### config.mk
export PLATFORM = sky130hd
export DESIGN_NAME = cacheline_mem_arbiter
export DESIGN_NICKNAME = d
export VERILOG_FILES = /design/src/rtl/cacheline_mem_arbiter_pkg.sv /design/src/rtl/cacheline_mem_arbiter_starve_ctr.sv /design/src/rtl/cacheline_mem_arbiter.sv
export SDC_FILE = /design/constraint.sdc
export NUM_CORES = 1
export LEC_CHECK = 0
export ABC_AREA = 1
export CAP_MARGIN = 30
export CORE_AREA = 5 5 542 544
export DETAILED_ROUTE_END_ITERATION = 8
export DIE_AREA = 0 0 547 549
export PLACE_DENSITY = 0.3
export SKIP_LAST_GASP = 1
export SLEW_MARGIN = 40
export SYNTH_ARGS = -nofsm -noshare
export SYNTH_HDL_FRONTEND = slang
export SYNTH_SLANG_ARGS = --single-unit
### constraint.sdc
create_clock -name clk -period 4.9 [get_ports clk]
set_input_delay 0.98 -clock clk [delete_from_list [all_inputs] [get_ports clk]]
set_output_delay 0.98 -clock clk [all_outputs]
set_load 0.01 [all_outputs]
### src/rtl/cacheline_mem_arbiter_pkg.sv
// Shared types for the cacheline memory arbiter: FSM states, source ids, line geometry.
// Types only; no latency or backpressure of its own.
package mem_arb_types;

  typedef enum logic [1:0] {
    IDLE   = 2'd0,
    I_BUSY = 2'd1,
    D_BUSY = 2'd2,
    DONE   = 2'd3
  } arb_state_t;

  typedef enum logic {
    SRC_I = 1'b0,
    SRC_D = 1'b1
  } src_t;

  localparam int LINE_OFFSET_BITS = 5;
  localparam int STARVE_CNT_W     = 4;

endpackage

### src/rtl/cacheline_mem_arbiter_starve_ctr.sv
// Saturating count of dcache wins over a waiting icache; force_i_o is a registered flag, 0-cycle to the arbiter.
// No backpressure: it only observes grants.
module arb_starve_ctr
  import mem_arb_types::*;
#(
  parameter int STARVE_LIMIT = 4
) (
  input  logic                    clk,
  input  logic                    rst_n,
  input  logic                    in_idle_i,
  input  logic                    i_read_i,
  input  logic                    d_grant_i,
  input  logic                    i_grant_i,
  output logic                    force_i_o
);

  localparam logic [STARVE_CNT_W-1:0] LIMIT_C = STARVE_CNT_W'(STARVE_LIMIT);

  logic [STARVE_CNT_W-1:0] cnt_q, cnt_d;

  always_comb begin
    cnt_d = cnt_q;
    // The icache stops waiting either by being served or by giving up its request.
    if (i_grant_i || (in_idle_i && !i_read_i)) begin
      cnt_d = '0;
    end else if (d_grant_i && i_read_i && (cnt_q < LIMIT_C)) begin
      cnt_d = cnt_q + 1'b1;
    end
  end

  always_ff @(posedge clk or negedge rst_n) begin
    if (!rst_n) begin
      cnt_q <= '0;
    end else begin
      cnt_q <= cnt_d;
    end
  end

  assign force_i_o = (cnt_q >= LIMIT_C);

endmodule

### src/rtl/cacheline_mem_arbiter.sv
// Shares one cacheline memory port between icache and dcache; grant 1 cycle after request, resp same cycle as mem_resp.
// Requesters hold until resp; one transaction plus a DONE bubble at a time. MEM_ARB_PERF_EN adds grant/wait counters.
module cacheline_mem_arbiter
  import mem_arb_types::*;
#(
  parameter int LINE_W       = 256,
  parameter int ADDR_W       = 32,
  parameter int STARVE_LIMIT = 4
) (
  input  logic              clk,
  input  logic              rst_n,
  input  logic              i_read,
  input  logic [ADDR_W-1:0] i_addr,
  output logic [LINE_W-1:0] i_rdata,
  output logic              i_resp,
  input  logic              d_read,
  input  logic              d_write,
  input  logic [ADDR_W-1:0] d_addr,
  input  logic [LINE_W-1:0] d_wdata,
  output logic [LINE_W-1:0] d_rdata,
  output logic              d_resp,
  output logic              mem_read,
  output logic              mem_write,
  output logic [ADDR_W-1:0] mem_addr,
  output logic [LINE_W-1:0] mem_wdata,
  input  logic [LINE_W-1:0] mem_rdata,
  input  logic              mem_resp
`ifdef MEM_ARB_PERF_EN
  ,
  output logic [31:0]       perf_i_grants,
  output logic [31:0]       perf_d_grants,
  output logic [31:0]       perf_i_wait
`endif
);

  localparam logic [ADDR_W-1:0] ALIGN_MASK =
    {{(ADDR_W-LINE_OFFSET_BITS){1'b1}}, {LINE_OFFSET_BITS{1'b0}}};

  arb_state_t        state_q, state_d;
  logic [ADDR_W-1:0] addr_q, addr_d;
  logic [LINE_W-1:0] wdata_q, wdata_d;
  logic              write_q, write_d;
  logic              d_req, force_i, grant_d, grant_i, busy;
  src_t              grant_src;

  arb_starve_ctr #(.STARVE_LIMIT(STARVE_LIMIT)) u_starve (
    .clk       (clk),
    .rst_n     (rst_n),
    .in_idle_i (state_q == IDLE),
    .i_read_i  (i_read),
    .d_grant_i (grant_d),
    .i_grant_i (grant_i),
    .force_i_o (force_i)
  );

  always_comb begin
    d_req     = d_read | d_write;
    grant_src = (d_req && !(force_i && i_read)) ? SRC_D : SRC_I;
    grant_d   = (state_q == IDLE) && d_req && (grant_src == SRC_D);
    grant_i   = (state_q == IDLE) && i_read && (grant_src == SRC_I);
  end

  always_comb begin
    state_d = state_q;
    addr_d  = addr_q;
    wdata_d = wdata_q;
    write_d = write_q;
    unique case (state_q)
      IDLE: begin
        if (grant_d) begin
          // An illegal read+write pair resolves to the writeback.
          addr_d  = d_addr & ALIGN_MASK;
          wdata_d = d_wdata;
          write_d = d_write;
          state_d = D_BUSY;
        end else if (grant_i) begin
          addr_d  = i_addr & ALIGN_MASK;
          wdata_d = '0;
          write_d = 1'b0;
          state_d = I_BUSY;
        end
      end
      I_BUSY, D_BUSY: begin
        if (mem_resp) begin
          state_d = DONE;
        end
      end
      DONE:    state_d = IDLE;
      default: state_d = IDLE;
    endcase
  end

  always_ff @(posedge clk or negedge rst_n) begin
    if (!rst_n) begin
      state_q <= IDLE;
      addr_q  <= '0;
      wdata_q <= '0;
      write_q <= 1'b0;
    end else begin
      state_q <= state_d;
      addr_q  <= addr_d;
      wdata_q <= wdata_d;
      write_q <= write_d;
    end
  end

  assign busy      = (state_q == I_BUSY) || (state_q == D_BUSY);
  assign mem_read  = busy && !write_q;
  assign mem_write = busy && write_q;
  assign mem_addr  = addr_q;
  assign mem_wdata = wdata_q;
  assign i_resp    = (state_q == I_BUSY) && mem_resp;
  assign d_resp    = (state_q == D_BUSY) && mem_resp;
  assign i_rdata   = mem_rdata;
  assign d_rdata   = mem_rdata;

`ifdef MEM_ARB_PERF_EN
  logic [31:0] perf_i_grants_q, perf_d_grants_q, perf_i_wait_q;

  always_ff @(posedge clk or negedge rst_n) begin
    if (!rst_n) begin
      perf_i_grants_q <= '0;
      perf_d_grants_q <= '0;
      perf_i_wait_q   <= '0;
    end else begin
      if (grant_i) perf_i_grants_q <= perf_i_grants_q + 32'd1;
      if (grant_d) perf_d_grants_q <= perf_d_grants_q + 32'd1;
      if (i_read && (state_q != I_BUSY)) perf_i_wait_q <= perf_i_wait_q + 32'd1;
    end
  end

  assign perf_i_grants = perf_i_grants_q;
  assign perf_d_grants = perf_d_grants_q;
  assign perf_i_wait   = perf_i_wait_q;
`endif

endmodule

==> results.tsv <==
metric	value	unit
period_needed	3.39	ns
clock_sinks	290	
clk_pin_slew	0.05	ns
r2r_slack	2.07	ns
cp.arrival	2.41	ns
p_clk_share	24.6	%
yosysTopAreaCellShare	46.5	%
seq_area_frac_synth	46.5	%
die_x	547	um
crit_family	buffers and inverters	
grtUsageTotal	8.64	%
internal-power	0.00825	W
setup-violations-final	0	
pin_count	1386	
cts_root_buf	clkbuf_16	
grt_max_degree	117	
start_util	5.40	%
synthDistinctLibCells	22	
rsz0062_at_grt	false	
io_buffer_count	602	
cts_resized	0	
routedWlPerCell	23.6	um
die_area	300000	um2
fin_util	8.29	%
rows	198	
cp_max_fo	3	
num_vias	12800	
cpPeakStageDelay	0.60	ns
fin_crit_sh	69.1	%
insertion_delay	0.67	ns
synthTopCellsByArea	dfrtp_1 47%, buf_4 26%, nand2_1 14%	
postCtsSetupRepairBufs	0	
core-area	289000	um2
grt_remaining_overflow	0	
hp-class	input pin to asynchronous set/reset pin	
fin_nets	2486	
vdd_drop_max	0.000329	V
critPathBufInv	3	
final_cell_mix	598 x clkdlybuf4s50_1, 585 x nand2_1, 311 x nand3_1	
hold_viol_final	0	
finalMaxSlewViolations	0	
syn_area	15600	um2
cp_common_cell	clkdlybuf4s50_1	
ys_ff_latch	290	
required	3.92	ns
drc	0	
hpwl	114	mm
cts_hold_buf	0	
power_frac_comb	47.8	%
grt_pass1_vias	13600	
synth_area_per_cell	8.51	um2
status	complete, no violations	
viasPerCell	2.23	
crit_type	input pin to primary output	
yosysTopAreaCell	dfrtp_1	
crit_path_cell_trace	clkdlybuf4s50_1 > nand2_1 > inv_1 > clkdlybuf4s50_1	
grt_pass1_wl	166	mm
power_density	616	nW/um2
cts_tree	built	
slew_headroom	44.7	%
cts_made_buffers	48	
tightest_slew	0.830	ns
cap_violations	0	
p_sw_share	44.1	%
ant_nets	0	
antenna_found_initial	47	
start_kind	input pin	
first_pass_iters	5	
htree_num_levels	2	
dp.cells	5648	
power_frac_seq	27.5	%
cp-end-kind	primary output	
area_delta_synth_final	53.7	%
gp_congestion	0.790	
wirelength	135	mm
finClkSkew	0.0233	ns
layoutNonFillerInstCount	5742	
leakage	9.52	nW
cp_slowest_cell	clkdlybuf4s50_1	
fmax	295	MHz
cts_buffer_depth	3	
layout_commonest_cell	clkdlybuf4s50_1	
yosys_warnings	0	
setup_tns	0	ns
layout-drive-gt1-share	5.63	%
netlist_instances	1834	
first_iter_violations	834	
die_h	549	um
switching_power	0.00652	W
==> Yosys cell counts <==
master / n
dfrtp_1: 290
nor3_1: 1
or2_2: 1
nand2_2: 1
o21ai_2: 1
nor2_1: 4
o21ai_0: 2
nand3_2: 1
inv_2: 1
nand3_1: 311
ha_1: 5
buf_4: 534
o21a_1: 1
a21oi_2: 1
nand4_1: 2
inv_1: 12
conb_1: 1
clkbuf_1: 14
buf_1: 9
nand2_1: 585
buf_2: 56
xor2_1: 1
==> layout make-up <==
class | count | area, um2
Timing Repair Buffer | 624 | 6340
Fill cell | 33600 | 265000
Clock buffer | 70 | 1420
Tap cell | 3800 | 4750
Antenna cell | 6 | 15.0
Inverter | 13 | 56.3
Sequential cell | 290 | 7260
Multi-Input combinational cell | 922 | 3950
Clock inverter | 17 | 186
==> worst register-to-register path: stages, from the launching register on <==
cell	delay (ns)
dfrtp_1	0.40
inv_1	0.12
ha_1	0.49
nand3_4	0.40
inv_8	0.55
buf_12	0.34
buf_4	0.30
nand2_1	0.09
nand2_1	0.07
==> logic make-up (layout without fill, tap and decap cells) <==
group                      Yosys count  count (layout)  synth area share (%)
and+or+nand+nor                    906             906                  24.4
xor gates and xnor gates             1               1                0.0562
AOI/OAI and AO/OA                    5               5                 0.225
DFF                                290             290                  46.5
buffers and inverters              626             724                  28.4
adders and majority gates            5               5                 0.401
other                                1              11                0.0240
==> state kept, by name (all words and copies together), names as in the netlist <==
signal,cells
mem_addr,27
state_q,2
u_starve.cnt_q,4
write_q,1
mem_wdata,256
==> path summary, 6_finish.rpt <==
path,from,cells after the start,end
worst max-delay path,mem_resp,4,d_resp
worst min-delay path,rst_n,1,mem_wdata[206]
worst max register to register,state_q[0],8,mem_wdata[72]
worst min register to register,u_starve.cnt_q[1],2,u_starve.cnt_q[1]
max in group asynchronous,rst_n,3,mem_wdata[107]
min in group clk,u_starve.cnt_q[1],2,u_starve.cnt_q[1]
==> power by group through the flow <==
stage	registers [W]	clock network, W	logic [W]
floorplan	0.00443	0	0.00261
global placement	0.00407	0	0.00746
detailed placement	0.00410	0	0.00742
CTS	0.00408	0.00391	0.00744
global route	0.00420	0.00394	0.00787
finish	0.00407	0.00364	0.00706
==> metal layers <==
layer | share of wire [%] | global-route usage [%]
met1 | 33 | 8.29
met2 | 39 | 11.9
met3 | 22 | 8.53
met4 | 5.7 | 4.47
met5 | 0.19 | 0.586
==> per-stage QoR <==
| stage | total power [W] | hold slack (ns) | area [um2] | worst slack [ns] |
|---|---|---|---|---|
| finish | 0.0148 | 0.166 | 24000 | 1.51 |
| global route | 0.0160 | 0.110 | 24000 | 1.28 |
| CTS | 0.0154 | 0.247 | 23900 | 1.36 |
| detailed placement | 0.0115 | 0.487 | 22300 | 1.16 |
| global placement | 0.0115 | 0.481 | 22300 | 1.21 |
| floorplan | 0.00704 | 0.453 | 15600 | 2.82 |
No activity file was read; power rests on OpenSTA's default activity.
